[src/rtl/uart_cmd_decoder.sv]
// Host command decoder: frames HDR,CMD,P2,P1,P0[,CHK] from uart_rx, updates ADC config and answers ACK/NAK.
// Optional CHK byte enabled by CMD_CHECKSUM_EN; response leaves >=3 cycles after the last byte, waits on tx_rdy.
module uart_cmd_decoder #(
    parameter int          N_NOWA        = 9,
    parameter int          N_NSAMP       = 18,
    parameter int          NSAMP_DEFAULT = 102400,
    parameter int          TIMEOUT_CYC   = 50000,
    parameter int          RST_PULSE_CYC = 16,
    parameter logic [7:0]  HDR           = 8'hA5
) (
    input  logic               clk,
    input  logic               rst,
    input  logic [7:0]         rx_data,
    input  logic               rx_vld,
    input  logic               tx_rdy,
    output logic               tx_wreq,
    output logic [7:0]         tx_wdata,
    input  logic               busy,
    output logic [N_NOWA-1:0]  nowa_cfg,
    output logic [N_NSAMP-1:0] nsamp_cfg,
    output logic               calib_ena,
    output logic               start_pulse,
    output logic               adc_srst,
    output logic               frame_err
);
    localparam int TW = $clog2(TIMEOUT_CYC + 1);
    localparam int SW = $clog2(RST_PULSE_CYC + 1);

`ifdef CMD_CHECKSUM_EN
    typedef enum logic [2:0] {S_IDLE, S_CMD, S_P2, S_P1, S_P0, S_CHK, S_EXEC, S_RESP} state_t;
`else
    typedef enum logic [2:0] {S_IDLE, S_CMD, S_P2, S_P1, S_P0, S_EXEC, S_RESP} state_t;
`endif

    state_t             state_q, state_d;
    logic [TW-1:0]      tmo_cnt_q, tmo_cnt_d;
    logic [SW-1:0]      srst_cnt_q, srst_cnt_d;
    logic [7:0]         cmd_q, cmd_d;
    logic [23:0]        pay_q, pay_d;
    logic [7:0]         resp_q, resp_d;
    logic               tx_wreq_q, tx_wreq_d;
    logic [7:0]         tx_wdata_q, tx_wdata_d;
    logic [N_NOWA-1:0]  nowa_q, nowa_d;
    logic [N_NSAMP-1:0] nsamp_q, nsamp_d;
    logic               calib_q, calib_d;
    logic               start_q, start_d;
    logic               ferr_q, ferr_d;
    logic               in_frame;
    logic               ack;
    logic               chk_bad;
    logic               unused_pay;

`ifdef CMD_CHECKSUM_EN
    logic chk_ok_q, chk_ok_d;
    assign chk_bad = !chk_ok_q;
`else
    assign chk_bad = 1'b0;
`endif

    // Wide payload is kept whole; bits above each field width are ignored by design
    assign unused_pay = ^pay_q;

    always_comb begin
        state_d    = state_q;
        tmo_cnt_d  = tmo_cnt_q;
        srst_cnt_d = (srst_cnt_q != '0) ? srst_cnt_q - 1'b1 : '0;
        cmd_d      = cmd_q;
        pay_d      = pay_q;
        resp_d     = resp_q;
        tx_wreq_d  = 1'b0;
        tx_wdata_d = tx_wdata_q;
        nowa_d     = nowa_q;
        nsamp_d    = nsamp_q;
        calib_d    = calib_q;
        start_d    = 1'b0;
        ferr_d     = 1'b0;
        ack        = 1'b1;
`ifdef CMD_CHECKSUM_EN
        chk_ok_d   = chk_ok_q;
        in_frame   = (state_q inside {S_CMD, S_P2, S_P1, S_P0, S_CHK});
`else
        in_frame   = (state_q inside {S_CMD, S_P2, S_P1, S_P0});
`endif

        if (in_frame) begin
            if (rx_vld) begin
                tmo_cnt_d = '0;
            end else if (tmo_cnt_q == TW'(TIMEOUT_CYC - 1)) begin
                tmo_cnt_d = '0;
                state_d   = S_IDLE;
                ferr_d    = 1'b1;
            end else begin
                tmo_cnt_d = tmo_cnt_q + 1'b1;
            end
        end

        case (state_q)
            S_IDLE: if (rx_vld && rx_data == HDR) begin
                state_d   = S_CMD;
                tmo_cnt_d = '0;
            end
            S_CMD: if (rx_vld) begin
                cmd_d   = rx_data;
                state_d = S_P2;
            end
            S_P2: if (rx_vld) begin
                pay_d[23:16] = rx_data;
                state_d      = S_P1;
            end
            S_P1: if (rx_vld) begin
                pay_d[15:8] = rx_data;
                state_d     = S_P0;
            end
`ifdef CMD_CHECKSUM_EN
            S_P0: if (rx_vld) begin
                pay_d[7:0] = rx_data;
                state_d    = S_CHK;
            end
            S_CHK: if (rx_vld) begin
                chk_ok_d = (rx_data == (cmd_q ^ pay_q[23:16] ^ pay_q[15:8] ^ pay_q[7:0]));
                state_d  = S_EXEC;
            end
`else
            S_P0: if (rx_vld) begin
                pay_d[7:0] = rx_data;
                state_d    = S_EXEC;
            end
`endif
            S_EXEC: begin
                if (chk_bad) begin
                    ack    = 1'b0;
                    ferr_d = 1'b1;
                end else begin
                    case (cmd_q)
                        8'h01: nowa_d = pay_q[N_NOWA-1:0];
                        8'h02: if (pay_q[N_NSAMP-1:0] == '0 || busy) ack = 1'b0;
                               else nsamp_d = pay_q[N_NSAMP-1:0];
                        8'h03: if (busy) ack = 1'b0;
                               else calib_d = pay_q[0];
                        8'h04: if (busy) ack = 1'b0;
                               else start_d = 1'b1;
                        8'h05: srst_cnt_d = SW'(RST_PULSE_CYC);
                        default: begin
                            ack    = 1'b0;
                            ferr_d = 1'b1;
                        end
                    endcase
                end
                resp_d  = ack ? (cmd_q | 8'h80) : 8'hEE;
                state_d = S_RESP;
            end
            S_RESP: if (tx_rdy) begin
                tx_wreq_d  = 1'b1;
                tx_wdata_d = resp_q;
                state_d    = S_IDLE;
            end
            default: state_d = S_IDLE;
        endcase
    end

    always_ff @(posedge clk) begin
        if (rst) begin
            state_q    <= S_IDLE;
            tmo_cnt_q  <= '0;
            srst_cnt_q <= '0;
            cmd_q      <= '0;
            pay_q      <= '0;
            resp_q     <= '0;
            tx_wreq_q  <= 1'b0;
            tx_wdata_q <= '0;
            nowa_q     <= '0;
            nsamp_q    <= N_NSAMP'(NSAMP_DEFAULT);
            calib_q    <= 1'b0;
            start_q    <= 1'b0;
            ferr_q     <= 1'b0;
`ifdef CMD_CHECKSUM_EN
            chk_ok_q   <= 1'b0;
`endif
        end else begin
            state_q    <= state_d;
            tmo_cnt_q  <= tmo_cnt_d;
            srst_cnt_q <= srst_cnt_d;
            cmd_q      <= cmd_d;
            pay_q      <= pay_d;
            resp_q     <= resp_d;
            tx_wreq_q  <= tx_wreq_d;
            tx_wdata_q <= tx_wdata_d;
            nowa_q     <= nowa_d;
            nsamp_q    <= nsamp_d;
            calib_q    <= calib_d;
            start_q    <= start_d;
            ferr_q     <= ferr_d;
`ifdef CMD_CHECKSUM_EN
            chk_ok_q   <= chk_ok_d;
`endif
        end
    end

    assign tx_wreq     = tx_wreq_q;
    assign tx_wdata    = tx_wdata_q;
    assign nowa_cfg    = nowa_q;
    assign nsamp_cfg   = nsamp_q;
    assign calib_ena   = calib_q;
    assign start_pulse = start_q;
    assign adc_srst    = (srst_cnt_q != '0);
    assign frame_err   = ferr_q;
endmodule

[config.mk]
export PLATFORM = sky130hd
export DESIGN_NAME = uart_cmd_decoder
export DESIGN_NICKNAME = d
export VERILOG_FILES = /design/src/rtl/uart_cmd_decoder.sv
export SDC_FILE = /design/constraint.sdc
export NUM_CORES = 1
export LEC_CHECK = 0
export ABC_AREA = 1
export CAP_MARGIN = 20
export CORE_MARGIN = 1
export CORE_UTILIZATION = 60
export DETAILED_ROUTE_END_ITERATION = 8
export DONT_BUFFER_PORTS = 1
export PLACE_DENSITY = 0.76
export REMOVE_ABC_BUFFERS = 1
export SLEW_MARGIN = 20
export SYNTH_ARGS = -nofsm -noshare
export SYNTH_HDL_FRONTEND = slang
export SYNTH_SLANG_ARGS = --single-unit
[constraint.sdc]
create_clock -name clk -period 1.8 [get_ports clk]
set_input_delay 0.36 -clock clk [delete_from_list [all_inputs] [get_ports clk]]
set_output_delay 0.36 -clock clk [all_outputs]
set_load 0.005 [all_outputs]
After elaboration in Yosys (flattened, before gate mapping)
Cells that the tools add are included.
{"block": "totals", "input_bits": 13, "output_inout_bits": 40, "register_bits": 97, "wordCells": 83}
{"block": "classes", "n_mux": 29, "addsub": 2, "n_reduce_logical": 19, "bitwise_logic": 5, "eq_ne": 13}
{"cell": "$mux W16", "n": 5}
{"cell": "$mux W3", "n": 9}
{"cell": "$pmux W3 S7", "n": 1}
{"cell": "$logic_not A18 Y1", "n": 1}
{"cell": "$add A16 B1 Y16 const B", "n": 1}
{"cell": "$eq A16 B16 Y1 const B", "n": 1}
{"cell": "$eq A8 B2 Y1 const B", "n": 2}
{"cell": "$eq A8 B3 Y1 const B", "n": 2}
{"cell": "$mux W5", "n": 3}
{"cell": "$reduce_and A2 Y1", "n": 6}
{"cell": "$eq A3 B3 Y1 const B", "n": 3}
{"cell": "$mux W1", "n": 9}
{"cell": "$eq A8 B1 Y1 const B", "n": 1}
{"cell": "$eq A8 B8 Y1 const B", "n": 1}
{"cell": "$mux W7", "n": 1}
{"cell": "$eq A3 B2 Y1 const B", "n": 2}
{"cell": "$reduce_and A3 Y1", "n": 2}
{"cell": "$reduce_or A2 Y1", "n": 3}
{"cell": "$not A1 Y1", "n": 5}
{"cell": "$reduce_bool A5 Y1", "n": 1}
{"cell": "$reduce_or A5 Y1", "n": 1}
{"cell": "$sub A5 B1 Y5 const B", "n": 1}
{"cell": "$reduce_bool A4 Y1", "n": 1}
{"cell": "$eq A3 B1 Y1 const B", "n": 1}
{"cell": "5 further kinds", "n": 5}

Depth between registers and ports, before layout
Gate-level depths: netlist of run 1.
{"block": "depth", "depth_word": 6, "depth_mapped": 11, "ltp_nobuf": 10}

Worst setup path before layout of run 1
OpenSTA, ideal clock, no wires.
{"block": "synth_timing", "path_kind": "register to register", "startpoint": "register tmo_cnt_q[0]", "endpoint": "register tmo_cnt_q[9]", "t_required_ns": 1.736, "slack_ns": 0.369, "n_path_buf": 0, "stages_incl_launch_ff": 11, "t_arrival_ns": 1.367, "setup_ns": 0.064, "period_less_slack_ns": 1.431, "path_cell_list": "dfxtp_1 ha_1 nand3_1 inv_1 nand2_1 nor2_1 nor2_1 nor2_2 nor2_4 nand2_1 nor2_1"}
{"block": "synth_between", "elab_chain_len": 6, "word_cells_on_any_way": 7}
{"item": "start, declared", "line": "36", "rtl": "logic [TW-1:0] tmo_cnt_q, tmo_cnt_d;"}
{"item": "start signal, assigned", "line": "181", "rtl": "tmo_cnt_q <= tmo_cnt_d;"}
{"item": "$add A16 B1 Y16 or $eq A16 B16 Y1 (tied branches)", "line": "93, 88"}
{"item": "$mux W16 (*)", "line": "88", "rtl": "end else if (tmo_cnt_q == TW'(TIMEOUT_CYC - 1)) begin"}
{"item": "$mux W16 (*)", "line": "86", "rtl": "if (rx_vld) begin"}
{"item": "$mux W16 (*)", "line": "85", "rtl": "if (in_frame) begin"}
{"item": "$mux W16", "line": "98", "rtl": "S_IDLE: if (rx_vld && rx_data == HDR) begin"}
{"item": "$mux W16 (*)", "line": "97", "rtl": "case (state_q)"}
Mark *: on every way between the ends. The rest lies on a longest branch, timed or not.
A chain may end at the register's enable or synchronous reset.

Worst setup path after layout of run 1
{"block": "layout_timing", "startpoint": "register srst_cnt_q[0]", "endpoint": "output adc_srst"}
{"block": "layout_between", "elab_chain_len": 1}
{"item": "start, declared", "line": "37", "rtl": "logic [SW-1:0] srst_cnt_q, srst_cnt_d;"}
{"item": "start signal, assigned", "line": "182", "rtl": "srst_cnt_q <= srst_cnt_d;"}
{"item": "$reduce_bool A5 Y1", "line": "205", "rtl": "assign adc_srst = (srst_cnt_q != '0);"}
{"item": "end, declared", "line": "23", "rtl": "output logic adc_srst,"}
Every way passes these cells.

==> results of run 1 <==
==> critical path, delay by kind of cell (launching register included) <==
kind / cells / cell delay [ps]
adders and majority gates: 1 / 170
buffers and inverters: 2 / 130
DFF: 1 / 320
and+or+nand+nor: 3 / 380
==> registers in the layout, indices dropped and copies added, names as in the netlist <==
name and count:
frame_err 1, cmd_q 8, nsamp_cfg 18, srst_cnt_q 5, nowa_cfg 9, state_q 3, tx_wreq 1, resp_q 8
pay_q 18, start_pulse 1, tx_wdata 8, tmo_cnt_q 16, calib_ena 1
==> stage by stage <==
step / cell area (sq um) / worst slack [ps] / TNS [ps] / std cells / power (uW)
floorplan: 4143 / -44.76 / -241.4 / 571 / 2436
detailed placement: 4320 / 107.8 / 0 / 673 / 2485
finish: 4547 / 87.29 / 0 / 690 / 3869
CTS: 4517 / 24.02 / 0 / 689 / 3873
global route: 4547 / -4.593 / -4.593 / 690 / 4033
global placement: 4320 / 169.6 / 0 / 673 / 2474
==> layout make-up <==
cell class | instances | share of cell area
well taps | 96 | 0.02642
repair buffers | 6 | 0.01266
flip-flops and latches | 97 | 0.4271
clock buffers | 12 | 0.03192
clock inverters | 4 | 0.01128
multi-input cells | 382 | 0.4133
inverters | 93 | 0.07733
==> final timing paths <==
path | to | slack, ps | cells after the start
setup reg to reg | nowa_cfg[7]$_SDFFE_PP0P_ | 140 | 6
hold / removal | state_q[1]$_SDFF_PP0_ | 70 | 1
hold reg to reg | srst_cnt_q[0]$_SDFF_PP0_ | 430 | 1
setup / recovery | adc_srst | 90 | 6
==> power by group through the flow <==
| stage | logic (uW) | registers (uW) | clock network, uW |
|---|---|---|---|
| after CTS | 241 | 2190 | 1440 |
| after global placement | 230 | 2240 | 0 |
| after floorplan | 193 | 2240 | 0 |
| after global routing | 302 | 2200 | 1530 |
| final | 256 | 2190 | 1420 |
| after detailed placement | 239 | 2250 | 0 |
==> what timing repair did <==
action | CTS | global route
setup endpoints to repair | 0 | 15
setup buffers | 0 | 0
resized for setup | 0 | 6
==> metal layers <==
layer | part of all wire | up-vias
met1 | 0.49 | 1579
met2 | 0.44 | 83
met3 | 0.054 | 12
li1 | - | 1869
met4 | 0.017 | 0
met5 | 0 | -
==> synth_stat cells, drive strengths merged <==
library cell | instances | area share
a211oi | 4 | 0.0070
a21oi | 55 | 0.065
buf | 13 | 0.022
clkbuf | 7 | 0.0062
dfxtp | 97 | 0.46
ha | 2 | 0.0059
inv | 93 | 0.082
mux2i | 1 | 0.0023
nand2 | 98 | 0.087
nand3 | 30 | 0.043
nand3b | 1 | 0.0018
nand4 | 8 | 0.015
nor2 | 102 | 0.098
nor3 | 14 | 0.019
nor4 | 1 | 0.0015
o211ai | 3 | 0.0088
o21a | 2 | 0.0035
o21ai | 52 | 0.064
o22ai | 1 | 0.0015
or2 | 4 | 0.0059
xor2 | 3 | 0.0062
==> cells by family (layout without fill, tap and decap cells) <==
logic type | Yosys count | after routing
DFF | 97 | 97
muxes | 1 | 1
and+or+nand+nor | 258 | 259
xor gates and xnor gates | 3 | 3
buffers and inverters | 113 | 115
adders and majority gates | 2 | 2
AOI/OAI and AO/OA | 117 | 117
==> metrics.txt, run 1 <==
status finished, final reports clean; M3 GR Usage 0.04857; fill cell count 627; peak supply drop ~0.57 mV; hold_sp rst; largest net degree at the start of global routing 66; sequential power share 0.567; combinational family with the most area after synthesis simple AND/OR/NAND/NOR gates; Crit Path Max Fanout 2; deepest clock path buffer count 2; Tmin final 1713 ps; die area roughly 7400 sq um; layout cell share with drive strength beyond 1 0.09091; area growth from synthesis to layout 6.694%; Antenna Violating Nets Remaining 0; Hold Fails Final Rpt 0; Critical Path AT between 1000 and 1500 ps; crit path launch srst_cnt_q[0]$_SDFF_PP0_; Vias about 3500; Sw Pwr around 900 uW; final setup skew roughly 9.1 ps; worst hold slack ~67 ps; register area share after synthesis 0.4557; Post-Synthesis Cell Area about 4300 sq um; Ys Warns 0; H-tree depth 3; Distinct cells, synth 34; highest cell delay on the worst timing path approximately 320 ps; clock slew at reported path FFs around 90 ps; DPL Wire Length ~6.3 mm; Switching Fraction 0.2325; Crit. End Element primary output; GP Congestion 0.9364; cell internal pwr 2970 uW; CP startpoint kind register; TritonCTS buffer count 9; total gr overflow 0; port bufs 0; PwrDens roughly 850 nW/um^2; max_slew headroom 0.6791; Die Span X between 80 and 90 microns; 1st-iter DRT viols roughly 180; worst hold path class input port to register; Sink Count 97; max_cap viols 0; compound-gate portion of the synthesized area 0.1491; LEAKAGE approximately 0.0019 uW; DRT Pass-1 Iters 4; Finish-stage setup viols 0; core region area about 7000 sq um; required time worst endpoint about 1400 ps; Ports 53; Worst path slowest cell dfxtp_1; multiplexer share of the synthesized area 0.002349; Root Buffer clkbuf_8; clock latency on the worst-skew pair 350 ps; row count 30; Final Core Density 0.6656; CTS tree done; Post-Syn Instances a little under 600; GRT busiest layer met2; most frequent cells in the layout 97 x nand2_1, 97 x dfxtp_1, 92 x nor2_1; combinational share of power 0.066; flops & latches, synth 97; Final Slew Violations 0; ant diodes 0; GRT met2 Usage 0.4069; Avg WL per Cell ~13 microns; first-pass GRT wire length approximately 15 mm; fraction of synthesized cell area in xor and xnor cells 0.006166; Initial Utilization 0.6238; clock power share 0.367; period utilization 0.9515; multi-input combinational cell area about 1900 sq um; simple-gate area share of the yosys netlist 0.2710; DRC viols 0; Worst Tran Pin Value 480.2 ps; synthesized area per cell 7.211 sq um; Setup CP Type register to primary output; WL final about 9 mm; Crit path top cell by count inv_1; met1 Track Usage GR 0.3329; register area roughly 1900 sq um; Total GRT Usage 0.2524; die height approximately 86 microns; Via density slightly above 5; initial antenna violation count 0; fin nets 604; vias in the first global route between 3000 and 4000; fmax 583.9 MHz; Synth Area in Adders 0.005872; RSZ-0062 raised after global routing true; worst-path cell chain inv_1 > ha_2 > nand2_1 > nor2_1 > inv_1 > or2_4; reg2reg start state_q[1]$_SDFF_PP0_; Hold Buf Count CTS 0
No activity file was read; power rests on OpenSTA's default activity.
==> run 2, diff against run 1 <==
==> constraint.sdc (replaced) <==
create_clock -name clk -period 1.8 [get_ports clk]
set_input_delay 0 -clock clk [delete_from_list [all_inputs] [get_ports clk]]
set_output_delay 0 -clock clk [all_outputs]
set_load 0.005 [all_outputs]
==> run 2 against run 1 <==
  * Wire length rose by 2.8%
  * Register-to-register slack got worse by 20 ps
  * Clock skew is 2.3 ps higher
  * Sequential power hardly changed
  * Design area up 2.6%
  * Highest routed layer unchanged
  * Largest power group unchanged
  * Critical path type is now register to register
==> metrics.txt, run 2 (synthesis gave the netlist of run 1 again) <==
CP startpoint kind register (unchanged); largest net degree at the start of global routing 66 (unchanged); peak supply drop 0.5902 mV (was 0.5656 mV); Via density 5.098 (was 5.135); reg2reg start tmo_cnt_q[0]$_SDFF_PP0_ (was state_q[1]$_SDFF_PP0_); Total GRT Usage 0.2601 (was 0.2524); 1st-iter DRT viols 193 (was 177); clock power share 0.349 (was 0.367); Die Span X 86.28 microns (unchanged); dpl ws 119.6 ps (was 107.8 ps); Ports 53 (unchanged); combinational share of power 0.071 (was 0.066); TritonCTS buffer count 9 (unchanged); highest cell delay on the worst timing path 360 ps (was 320 ps); slack of the worst reg-to-reg path 120 ps (was 140 ps); area growth from synthesis to layout 9.424% (was 6.694%); first-pass GRT wire length 15.41 mm (was 14.92 mm); Sink Count 97 (unchanged); RSZ-0062 raised after global routing true (unchanged); Setup CP Type register to register (was register to primary output); final setup skew 11.40 ps (was 9.121 ps); initial antenna violation count 0 (unchanged); Avg WL per Cell 12.99 microns (was 12.91 microns); Worst Tran Pin Value 609.0 ps (was 480.2 ps); Critical Path AT 1970 ps (was 1350 ps); Switching Fraction 0.2427 (was 0.2325); clock latency on the worst-skew pair 360 ps (was 350 ps); Antenna Violating Nets Remaining 0 (unchanged); Reg2Reg Depth 9 (was 6); Critical path destination tmo_cnt_q[14]$_SDFF_PP0_ (was adc_srst); Initial Utilization 0.6238 (unchanged); die area 7443 sq um (unchanged); LEAKAGE 0.002025 uW (was 0.001950 uW); Crit. End Element register (was primary output); DP Area 4308 sq um (was 4320 sq um); WP buf/inv 1 (was 2); Layout Cells excl Fill 705 (was 690); Root Buffer clkbuf_8 (unchanged); Stages on worst setup path 9 (was 6); total gr overflow 0 (unchanged); Final Slew Violations 0 (unchanged); die height 86.28 microns (unchanged); Final Core Density 0.6826 (was 0.6656); layout cell share with drive strength beyond 1 0.1002 (was 0.09091); Crit Path Max Fanout 4 (was 2); CTS tree done (unchanged); DRT Pass-1 Iters 4 (unchanged); WL final 9.157 mm (was 8.908 mm); Vias 3594 (was 3543); worst hold path class input port to register (unchanged); Tmin final 1683 ps (was 1713 ps); final setup margin 117.3 ps (was 87.29 ps); deepest clock path buffer count 2 (unchanged); most common cell after layout, fill and taps aside nand2_1; vias in the first global route 3412 (was 3251); CP delay by family, top simple AND/OR/NAND/NOR gates (unchanged); Sw Pwr 917.8 uW (was 899.8 uW); core region area 6832 sq um (unchanged); H-tree depth 3 (unchanged); hold_sp rx_data[7] (was rst); Finish-stage setup viols 0 (unchanged); fmax 594.3 MHz (was 583.9 MHz); Hold Fails Final Rpt 0 (unchanged); worst-path cell chain ha_2 > nand3_2 > nor2_1 > nand4_1 > nor2_2 > nand3_1 > nand2_1 > inv_1 > nor2_1 (was inv_1 > ha_2 > nand2_1 > nor2_1 > inv_1 > or2_4); max_cap viols 0 (unchanged); Worst R2R End tmo_cnt_q[14]$_SDFF_PP0_ (was nowa_cfg[7]$_SDFFE_PP0P_); sequential power share 0.580 (was 0.567); row count 30 (unchanged); cell internal pwr 2864 uW (was 2970 uW); crit path launch tmo_cnt_q[0]$_SDFF_PP0_ (was srst_cnt_q[0]$_SDFF_PP0_); fin nets 619 (was 604); period utilization 0.9349 (was 0.9515); clock slew at reported path FFs 90 ps (about the same); PwrDens 811.1 nW/um^2 (was 851.0 nW/um^2); port bufs 0 (unchanged); Final Cell Area 4663 sq um (was 4547 sq um); most frequent cells in the layout 96 x nand2_1, 94 x nor2_1, 92 x dfxtp_1 (was 97 x nand2_1, 97 x dfxtp_1, 92 x nor2_1); dpl cells 673 (unchanged); required time worst endpoint 2090 ps (was 1440 ps); ant diodes 0 (unchanged); Setup Total Neg Slack 0 ps (unchanged); DRC viols 0 (unchanged); Worst path slowest cell dfxtp_2 (was dfxtp_1); DPL Wire Length 6.420 mm (was 6.301 mm); GP Congestion 0.9216 (was 0.9364); Crit path top cell by count nor2_1 (was inv_1); status finished, final reports clean (unchanged); max_slew headroom 0.5927 (was 0.6791)
[run 2: cell types whose count changed in the layout (fill, tap and decap cells not counted), sizes merged]
cell,change
buf,+2
bufinv,-1
clkinv,+1
dlygate4sd3,+13
dlymetal6s4s,+1
nand3,-1
[run 2: timing repair]
action	CTS	global route
hold buffers	14	0
endpoints found under the setup margin	0	13
endpoints found under the hold margin	39	0
resized for setup	0	9
buffers inserted	0	2
[run 2: worst min-delay path by stage]
stage,end,cells past startpoint
global route,state_q[0]$_SDFF_PP0_,6
finish,state_q[0]$_SDFF_PP0_,6
detailed placement,state_q[1]$_SDFF_PP0_,1
CTS,state_q[0]$_SDFF_PP0_,6
global placement,state_q[1]$_SDFF_PP0_,1
floorplan,frame_err$_SDFF_PP0_,1
[run 2: cell type report]
class | instances | area (sq um)
fill | 618 | 2168
clock inverter | 4 | 26.28
sequential | 97 | 1948
tap | 96 | 120.1
timing repair buffer | 22 | 202.7
inverter | 93 | 349.1
clock buffer | 12 | 155.1
multi-input combinational | 381 | 1862
[run 2: per-layer routing]
layer,global-route usage,vias up,share of wire
li1,-,1894,-
met1,0.3457,1606,0.48
met2,0.4163,78,0.45
met3,0.05238,16,0.047
met4,0.1030,0,0.018
met5,0,-,0
[run 2: worst min-delay path: stages]
cell     delay (ps)
nand2_1          40
nor3_1           60
nand4_1          60
nand3_1          70
nand2_1          60
inv_1            40
[run 2: per-stage QoR]
stage,hold WS (ps),total power [uW]
after CTS,10.58,3806
after detailed placement,74.05,2480
final,9.945,3782
after global routing,60.95,3946
after floorplan,69.07,2436
after global placement,73.08,2471
[run 2: power groups by stage]
stage	Clock (uW)	Combinational, uW	Sequential, uW
floorplan	0	193	2240
global placement	0	226	2240
detailed placement	0	234	2250
CTS	1340	270	2200
global route	1420	321	2200
finish	1320	269	2200
